File: src/rtl/dcpu16_mbus.sv
// dcpu16_mbus: round-robin arbiter that serialises the FBUS and ABUS ports onto one memory, with a no-ack watchdog
// Ports:
//   clk, rst                 clock; asynchronous active-low reset
//   fs_adr/dto/stb/wre (in)  FBUS request; fs_dti/fs_ack (out) FBUS read data and completion
//   ab_adr/dto/stb/wre (in)  ABUS request; ab_dti/ab_ack (out) ABUS read data and completion
//   mem_adr/dto/stb/wre(out) shared memory request; mem_dti/mem_ack (in) memory data and completion
//   tmo (out)                one-cycle pulse in the cycle after a watchdog abort
module dcpu16_mbus #(
    parameter int TMO = 16,
    parameter int CW  = 16
) (
    input  logic        clk,
    input  logic        rst,
    input  logic [15:0] fs_adr,
    input  logic [15:0] fs_dto,
    input  logic        fs_stb,
    input  logic        fs_wre,
    output logic [15:0] fs_dti,
    output logic        fs_ack,
    input  logic [15:0] ab_adr,
    input  logic [15:0] ab_dto,
    input  logic        ab_stb,
    input  logic        ab_wre,
    output logic [15:0] ab_dti,
    output logic        ab_ack,
    output logic [15:0] mem_adr,
    output logic [15:0] mem_dto,
    output logic        mem_stb,
    output logic        mem_wre,
    input  logic [15:0] mem_dti,
    input  logic        mem_ack,
    output logic        tmo
);
    typedef enum logic [1:0] {IDLE, GF, GA} state_t;
    state_t        state_q, state_d;
    logic          last_f_q, last_f_d;
    logic [CW-1:0] wdog_q, wdog_d;
    logic          tmo_q;
    logic          g_stb, expire, done;
    // A real ack at the expiry cycle wins over the abort.
    assign g_stb  = (state_q == GF) ? fs_stb : (state_q == GA) ? ab_stb : 1'b0;
    assign expire = g_stb && !mem_ack && (wdog_q == CW'(TMO - 1));
    assign done   = g_stb && (mem_ack || expire);
    always_ff @(posedge clk or negedge rst) begin
        if (!rst) begin
            state_q  <= IDLE;
            last_f_q <= 1'b0;
            wdog_q   <= '0;
            tmo_q    <= 1'b0;
        end else begin
            state_q  <= state_d;
            last_f_q <= last_f_d;
            wdog_q   <= wdog_d;
            tmo_q    <= expire;
        end
    end
    // A granted port that drops stb without an ack falls back to IDLE; on completion
    // the finishing master loses any tie so the other port is served without a bubble.
    always_comb begin
        state_d  = (state_q == IDLE) ? ((fs_stb && ab_stb) ? (last_f_q ? GA : GF) : fs_stb ? GF : ab_stb ? GA : IDLE)
                 : !g_stb ? IDLE
                 : !done ? state_q
                 : (state_q == GF) ? (ab_stb ? GA : GF)
                 : (fs_stb ? GF : GA);
        last_f_d = done ? (state_q == GF) : last_f_q;
        wdog_d   = (!g_stb || done) ? '0 : wdog_q + CW'(1);
    end
    always_comb begin
        mem_adr = (state_q == GF) ? fs_adr : (state_q == GA) ? ab_adr : 16'h0000;
        mem_dto = (state_q == GF) ? fs_dto : (state_q == GA) ? ab_dto : 16'h0000;
        mem_wre = (state_q == GF) ? fs_wre : (state_q == GA) ? ab_wre : 1'b0;
        mem_stb = g_stb && !expire;
        fs_ack  = done && (state_q == GF);
        ab_ack  = done && (state_q == GA);
        fs_dti  = (expire && state_q == GF) ? 16'h0000 : mem_dti;
        ab_dti  = (expire && state_q == GA) ? 16'h0000 : mem_dti;
        tmo     = tmo_q;
    end
endmodule
File: config.mk
export PLATFORM = sky130hd
export DESIGN_NAME = dcpu16_mbus
export DESIGN_NICKNAME = d
export VERILOG_FILES = /design/src/rtl/dcpu16_mbus.sv
export SDC_FILE = /design/constraint.sdc
export NUM_CORES = 1
export LEC_CHECK = 0
export ABC_CLOCK_PERIOD_IN_PS = 2000
export BUFFER_PORTS_ARGS = -buffer_cell sky130_fd_sc_hd__buf_2
export CAP_MARGIN = 0
export CORE_MARGIN = 2
export CORE_UTILIZATION = 30
export DETAILED_ROUTE_END_ITERATION = 8
export GPL_ROUTABILITY_DRIVEN = 0
export PLACE_DENSITY = 0.69
export SYNTH_ARGS = -nofsm -noshare
export SYNTH_HDL_FRONTEND = slang
export SYNTH_SLANG_ARGS = --single-unit
File: constraint.sdc
create_clock -name clk -period 2 [get_ports clk]
set_input_delay 0.2 -clock clk [delete_from_list [all_inputs] [get_ports clk]]
set_output_delay 0.2 -clock clk [all_outputs]
set_load 0.005 [all_outputs]
==> flow_summary.yaml, run 1 <==
routing:
  vias: 2129
  ant_nets: 0
  dr.pass1.iters: 4
  drt-initial-drc-count: 112
  wl_um: 6310
  vias_per_cell: 4.99
  drc: 0
  wire_per_inst_um: 14.8
setup_path:
  crit_slowest_cell: "dfrtp_1"
  r2r_setup_slack_ps: 230
  cp.arrival_ps: 1840
  start_kind: "flop"
  reg2reg_to: "wdog_q[15]"
  worstReg2RegStart: "wdog_q[0]"
  crit_chain: "nor4_4, and4_4, nand3_4, and2_1, buf_2"
  crit_required_ps: 1800
  path_buf_inv: 1
  crit_path_end: "fs_dti[10]"
  cp_max_fo: 8
  reg2regPathDepth: 6
  crit_family: "simple AND/OR/NAND/NOR gates"
  critPathKind: "reg -> out"
  crit_start: "wdog_q[15]"
  worst-path-stages: 5
  crit_path_end_kind: "output pin"
  cpPeakStageDelay_ps: 440
synth:
  synth-edff-count: 0
  synth-adder-area-share_pct: 0.789
  syn_inst: 185
  synthTopCellsByArea: "dfrtp_1, a22o_1, and2_1"
  ys.warnings.count: 0
  synth_area_um2: 1590
  synth_seq_cells: 20
  synth_simple_gate_area_share_pct: 34.7
  synthesis.nets: 273
  synth_top_area_share_pct: 31.5
  async_flop_share_pct: 100
  ys_top_cells_by_count: "and2_1, a22o_1, dfrtp_1"
  synth_top_cell_by_area: "dfrtp_1"
  synth_top_family_by_area: "simple AND/OR/NAND/NOR gates"
  synth_xor_area_share_pct: 6.07
  synth_cell_types: 35
  synth_most_common_cell: "and2_1"
  ys_seq_area_share_pct: 31.5
  synth_compound_area_share_pct: 23.7
  synth.avg_cell_area_um2: 8.58
  synth_ff_type: "dfrtp_1"
  muxShareOfSynthArea_pct: 0
clock_network:
  cts_tree: "built"
  htree_levels: 1
  clkLatencyLatePin_ps: 260
  path_clk_slew_ps: 80
  numCtsBuffers: 3
  cts_sinks: 20
  clk_path_buf_depth: 2
  cts-root-buf: "clkbuf_8"
worst_hold_path:
  hold_class: "in -> reg"
floorplan:
  die-area_um2: 5890
  dieWidth_um: 76.7
  rows: 26
  initial_core_util_pct: 31.1
  coreArea_um2: 5110
  io_pins: 156
  fp.dieH_um: 76.7
placement:
  dp_hpwl_um: 4280
  port_buffers: 155
global_route:
  grt_overflow: 0
  grt_first_pass_wirelength_um: 9730
  grt_max_degree: 36
  grtUsageTotal_pct: 19.8
  antenna_found_initial: 0
  first_global_vias: 2053
finish:
  diodes: 0
  nets: 446
  area_delta_synth_final_pct: 86.0
  drive_above_1_share_pct: 61.6
sta:
  maxSlewViolCount: 0
  whs_ps: 226
  worst_slew_pin_slew_ps: 455
  hold_viol: 0
  tns_ps: -757
  setup-violations-final: 32
  rsz0062_at_grt: "true"
  relSlewSlack_pct: 69.6
  period_needed_ps: 2040
  fin_ws_ps: -42.0
  fmax_ghz: 0.490
  fin_skew_ps: 3.76
  finalCritPeriodShare_pct: 102
status:
  violations: "setup timing"
  status: "finished, violations left"
job:
  maxCapViolCount: 0
pwr:
  peakVddDrop_mv: 0.376
  powerDensity_nw_per_um2: 740
  leakage_uw: 0.00152
==> worst min-delay path by stage <==
stage | startpoint | end | slack (ps) | cells after the start
finish | mem_ack | wdog_q[2] | 230 | 2
global route | mem_ack | wdog_q[2] | 230 | 2
CTS | mem_ack | wdog_q[2] | 200 | 2
detailed placement | rst | wdog_q[7] | 180 | 1
global placement | rst | wdog_q[8] | 170 | 1
floorplan | rst | last_f_q | -100 | 0
==> per-stage QoR <==
stage          instance area, um^2  util (%)  std cells  power, uW  setup slack (ps)
5_1_grt                       2950      57.8        427       2350              -118
4_1_cts                       2760      54.0        424       2090             -20.0
3_5_place_dp                  2490      48.8        410       1670              13.5
6_report                      2950      57.8        427       2180             -42.0
3_3_place_gp                  2490      48.8        410       1660               104
2_1_floorplan                 1590         -        185       1140               267
==> final cells by class <==
type,count,area [um^2]
Tap cell,70,87.6
Multi-Input combinational cell,154,1220
Timing Repair Buffer,177,1080
Fill cell,467,2160
Clock buffer,4,55.1
Sequential cell,20,502
Inverter,2,7.51
==> routing by layer <==
metal  vias up  part of all wire, %  wire [um]  GRT usage (%)
met3         8                  6.0        379           2.24
met2       115                   52       3260           33.6
li1       1032                    -          -              -
met4         0                  1.2         75           5.64
met5         -                    0          0              0
met1       974                   41       2590           26.6
==> cells by family (layout without fill, tap and decap cells) <==
family,after synthesis,count (layout)
AOI/OAI and AO/OA,47,47
adders and majority gates,1,1
xor gates and xnor gates,11,11
and+or+nand+nor,93,95
DFF,20,20
buffers and inverters,13,183
==> registers in the layout (all words and copies together) (netlist names) <==
| register | cells |
|---|---|
| state_q | 2 |
| tmo | 1 |
| last_f_q | 1 |
| wdog_q | 16 |
==> placed cells by master, fill, tap and decap left out, types with 2 or more instances in the layout <==
cell      count
nand2_1       7
nor3_1        2
o21ai_0       2
xnor2_1       5
buf_2       135
buf_4        19
dfrtp_1      19
clkbuf_8      4
nand3b_1      2
nor4_1        2
and3_1        2
nor4_4        3
buf_6        22
and2_1       13
nand3_4       4
xor2_1        6
nand3_1       6
nand4_1       4
a22o_1       33
and2_4       21
or3_1         2
nor2b_4       2
a21oi_1       5
nor2_1       14
inv_1         2
==> where the power goes <==
group,total [uW],internal [uW],switching [uW]
Sequential,502,441,60.5
Combinational,1370,730,638
Clock,315,175,139
Total,2180,1350,838
==> what timing repair did <==
| item | CTS | global route |
|---|---|---|
| pin swaps | 39 | 6 |
| gates cloned | 2 | 0 |
| hold buffers | 1 | 0 |
| endpoints found under the hold margin | 20 | 0 |
| setup endpoints to repair | 35 | 68 |
| buffers inserted | 7 | 3 |
| resized for setup | 25 | 39 |
No activity file was read; power rests on OpenSTA's default activity.
==> run 2, diff against run 1 <==
ABC_AREA = 0   (was not set)
RECOVER_POWER = 50   (was not set)
==> run 2 against run 1 <==
The run still ends with setup timing left. Largest cell class unchanged. Non-clock buffer count unchanged. Global-route usage unchanged. Register-to-register slack about the same.
==> flow_summary.yaml, run 2 (synthesis gave the netlist of run 1 again) <==
clock_network:
  clk_path_buf_depth: 2
  numCtsBuffers: 3
  cts-root-buf: "clkbuf_8"
  cts_sinks: 20
  clkLatencyLatePin_ps: 260
  path_clk_slew_ps: 80
  htree_levels: 1
  cts_tree: "built"
floorplan:
  coreArea_um2: 5110
  die-area_um2: 5890
  fp.dieH_um: 76.7
  initial_core_util_pct: 31.1
  dieWidth_um: 76.7
  rows: 26
  io_pins: 156
pwr:
  p_comb_share_pct: 62.6
  p_switching_uw: 836
  pwr-share-clk_pct: 14.4
  leakage_uw: 0.00151
  pwr-share-seq_pct: 23.0
  finalPower_uw: 2180
  powerDensity_nw_per_um2: 740
  switching_share_pct: 38.3
  power.internal_uw: 1350
  peakVddDrop_mv: 0.376
setup_path:
  start_kind: "flop"
  cp_max_fo: 8
  crit_family: "simple AND/OR/NAND/NOR gates"
  cpPeakStageDelay_ps: 440
  path_buf_inv: 1
  crit_slowest_cell: "dfrtp_1"
  crit_required_ps: 1800
  critPathKind: "reg -> out"
  cp.arrival_ps: 1840
  crit_path_end_kind: "output pin"
  crit_chain: "nor4_4, and4_4, nand3_4, and2_1, buf_2"
sta:
  whs_ps: 226
  relSlewSlack_pct: 27.0
  rsz0062_at_grt: "true"
  setup-violations-final: 32
  hold_viol: 0
  maxSlewViolCount: 0
  worst_slew_pin_slew_ps: 1090
  finalCritPeriodShare_pct: 102
  fin_skew_ps: 4.13
  tns_ps: -768
  fmax_ghz: 0.490
  fin_ws_ps: -42.8
  period_needed_ps: 2040
status:
  status: "finished, violations left"
  violations: "setup timing"
worst_hold_path:
  hold_class: "in -> reg"
global_route:
  grt_first_pass_wirelength_um: 9730
  antenna_found_initial: 0
  use_met3_pct: 2.24
  met2_usage_pct: 33.6
  grt_overflow: 0
  grtUsageTotal_pct: 19.8
  busiest_layer: "met2"
  grt_max_degree: 36
  first_global_vias: 2053
  met1_usage_pct: 26.6
finish:
  regMostFlops: "wdog_q"
  final_cell_mix: "buf_2, a22o_1, buf_6, and2_4"
  fin_cells: 427
  seq_area_um2: 502
  multiInputGateArea_um2: 1220
  nets: 446
  fillers: 469
  drive_above_1_share_pct: 61.1
  reg_top3: "wdog_q: 16 flops, state_q: 2 flops"
  area_delta_synth_final_pct: 85.9
  largest_reg_flops: 16
  diodes: 0
  layout_commonest_cell: "buf_2"
placement:
  port_buffers: 155
  dp_hpwl_um: 4280
  placedCellCount: 410
routing:
  vias: 2137
  drc: 0
  dr.pass1.iters: 4
  vias_per_cell: 5.00
  ant_nets: 0
  wl_um: 6290
  drt-initial-drc-count: 113
  wire_per_inst_um: 14.7
job:
  maxCapViolCount: 0
[run 2: changes by cell type in the layout (fill, tap and decap cells not counted)]
cell	delta
clkbuf_1	+2
buf_2	-2
[run 2: worst paths after layout]
| check | startpoint | endpoint | slack (ps) | cells after the start |
|---|---|---|---|---|
| min in group asynchronous | rst | wdog_q[3] | 660 | 2 |
| hold reg to reg | last_f_q | last_f_q | 530 | 1 |
| hold / removal | mem_ack | wdog_q[2] | 230 | 2 |
| setup reg to reg | wdog_q[0] | wdog_q[15] | 230 | 6 |
| setup / recovery | wdog_q[15] | fs_dti[10] | -40 | 5 |
| max in group asynchronous | rst | state_q[1] | 620 | 2 |
[run 2: worst register-to-register path, cell delays in order (launching register included)]
cell,delay (ps)
dfrtp_1,370
buf_4,120
buf_4,100
nand3_2,130
or3_4,430
or4_1,410
a21oi_1,150
[run 2: what timing repair did]
action                                 in CTS  in global routing
pin swaps                                  39                  6
gates resized for setup                    25                 39
gates cloned                                2                  0
setup endpoints to repair                  35                 68
buffers inserted                            7                  3
hold buffers                                1                  0
endpoints found under the hold margin      20                  0
[run 2: cell type report]
cell class / count / share of cell area (%)
Multi-Input combinational cell: 154 / 41.5
Timing Repair Buffer: 177 / 36.4
Sequential cell: 20 / 17.0
Tap cell: 70 / 2.97
Clock buffer: 4 / 1.87
Inverter: 2 / 0.255
[run 2: power by group through the flow]
stage	Sequential, uW	Combinational [uW]	Clock, uW
after global placement	494	1170	0
after CTS	485	1290	323
after floorplan	481	661	0
final	502	1370	314
after detailed placement	495	1180	0
after global routing	509	1500	340
[run 2: layer usage]
layer	up-vias	wire, um
li1	1032	-
met1	976	2550
met2	121	3240
met3	8	420
met4	0	75
met5	-	0
[run 2: per-stage QoR]
stage	util [%]	setup WS, ps	cell area (um^2)
after detailed placement	48.8	13.5	2490
after CTS	54.0	-20.0	2760
after global placement	48.8	104	2490
final	57.7	-42.8	2950
after floorplan	-	267	1590
after global routing	57.7	-118	2950
==> run 3, diff against run 2 <==
PLACE_DENSITY = 0.78   (was 0.69)
RECOVER_POWER = 100   (was 50)
SKIP_LAST_GASP = 1   (was not set)
==> run 3 against run 2 <==
The flow still finishes with violations (setup timing). Clock-buffer cell count shrank 1. Register-to-register slack is essentially flat. Clock skew grew 5.6 ps. Total power grew 4.0%. Wire length grew 4.8%. Critical path depth is the same. Largest power group unchanged.
==> flow_summary.yaml, run 3 (synthesis gave the netlist of run 1 again) <==
sta:
  worst_slew_pin_slew_ps: 1140
  setup-violations-final: 34
  rsz0062_at_grt: "true"
  whs_ps: 208
  finalCritPeriodShare_pct: 104
  fin_skew_ps: 9.77
  hold_viol: 0
  fmax_ghz: 0.481
  fin_ws_ps: -79.3
  tns_ps: -1010
  relSlewSlack_pct: 23.7
  maxSlewViolCount: 0
  period_needed_ps: 2080
pwr:
  switching_share_pct: 37.3
  peakVddDrop_mv: 0.502
  powerDensity_nw_per_um2: 784
  pwr-share-clk_pct: 18.3
  power.internal_uw: 1420
  p_switching_uw: 846
  leakage_uw: 0.00148
  pwr-share-seq_pct: 21.4
  p_comb_share_pct: 60.3
clock_network:
  cts_sinks: 20
  path_clk_slew_ps: 90
  clk_path_buf_depth: 2
  clkLatencyLatePin_ps: 270
  numCtsBuffers: 3
  cts_tree: "built"
  cts-root-buf: "clkbuf_8"
  htree_levels: 1
finish:
  drive_above_1_share_pct: 59.6
  final_cell_mix: "buf_2, a22o_1, dfrtp_1, buf_6, and2_1"
  diodes: 0
  area_delta_synth_final_pct: 82.4
  regMostFlops: "wdog_q"
  fin_util_pct: 56.7
  fillers: 444
  reg_top3: "wdog_q: 16 flops, state_q: 2 flops"
  largest_reg_flops: 16
  layout_commonest_cell: "buf_2"
  nets: 443
worst_hold_path:
  min_from: "mem_ack"
  hold_class: "in -> reg"
routing:
  vias_per_cell: 5.14
  dr.pass1.iters: 4
  ant_nets: 0
  drt-initial-drc-count: 122
  vias: 2180
  wl_um: 6590
  drc: 0
  wire_per_inst_um: 15.5
placement:
  port_buffers: 155
  dp_hpwl_um: 4440
setup_path:
  crit_required_ps: 1800
  critPathKind: "reg -> out"
  cp_max_fo: 8
  start_kind: "flop"
  worstReg2RegStart: "wdog_q[7]"
  cp.arrival_ps: 1880
  crit_start: "wdog_q[8]"
  crit_path_end_kind: "output pin"
global_route:
  grt_overflow: 0
  grt_max_degree: 34
  grt_first_pass_wirelength_um: 9660
  grtUsageTotal_pct: 19.8
  antenna_found_initial: 0
  first_global_vias: 2116
job:
  maxCapViolCount: 0
floorplan:
  dieWidth_um: 76.7
  fp.dieH_um: 76.7
  io_pins: 156
  initial_core_util_pct: 31.1
  rows: 26
  coreArea_um2: 5110
  die-area_um2: 5890
status:
  status: "finished, violations left"
  violations: "setup timing"
==> run 3: changes by cell type in the layout (fill, tap and decap cells not counted), moves of 2 or more <==
cell / delta
and2_1: +4
and2_4: -5
buf_2: +5
buf_4: -4
buf_6: -4
nor2b_2: +2
nor4_2: +2
nor4_4: -2
==> run 3: metal layers <==
metal	vias up	share of wire (%)	track usage, %
met4	0	2.4	7.09
met5	-	0	0
met1	1018	37	21.6
li1	1024	-	-
met2	121	52	36.6
met3	17	8.1	5.29
==> run 3: stage by stage <==
stage          power [uW]  instance area (um^2)  instances  setup slack (ps)
2_1_floorplan        1140                  1590        185               267
3_3_place_gp         1640                  2490        410               135
3_5_place_dp         1660                  2490        410              95.8
4_1_cts              2150                  2690        421             -8.74
5_1_grt              2410                  2890        424              -150
6_report             2270                  2890        424             -79.3
==> run 3: power groups by stage <==
stage	clock network, uW	logic [uW]	registers (uW)
global placement	0	1150	494
finish	414	1370	486
detailed placement	0	1170	495
CTS	415	1260	478
global route	432	1490	490
floorplan	0	661	481
==> run 3: critical path, cell delays in order (launching register included) <==
cell and delay, ps:
dfrtp_1 430, nor4_4 310, and4_4 380, nand3_4 140
and2_1 210, buf_2 130
==> run 3: timing repair <==
action                                 4_1_cts  5_1_grt
endpoints found under the hold margin       20        0
pin swaps                                    0       30
setup endpoints to repair                   35       68
resized for setup                           13       40
setup buffers                                5        2
hold buffers                                 1        0
gates cloned                                 1        1
==> run 3: final cells by class <==
type / instances / area [um^2] / area share, %
sequential: 20 / 502 / 17.3
clock inverter: 1 / 30.0 / 1.04
inverter: 2 / 7.51 / 0.259
clock buffer: 3 / 41.3 / 1.43
tap: 70 / 87.6 / 3.03
timing repair buffer: 174 / 1040 / 35.9
multi-input combinational: 154 / 1190 / 41.0
==> run 3: worst paths after layout <==
path | end | slack, ps | cells past startpoint
hold / removal | wdog_q[2] | 210 | 2
min in group asynchronous | wdog_q[8] | 670 | 2
max in group asynchronous | state_q[1] | 550 | 2
setup / recovery | ab_dti[13] | -80 | 5
hold reg to reg | last_f_q | 530 | 1
setup reg to reg | wdog_q[15] | 220 | 6
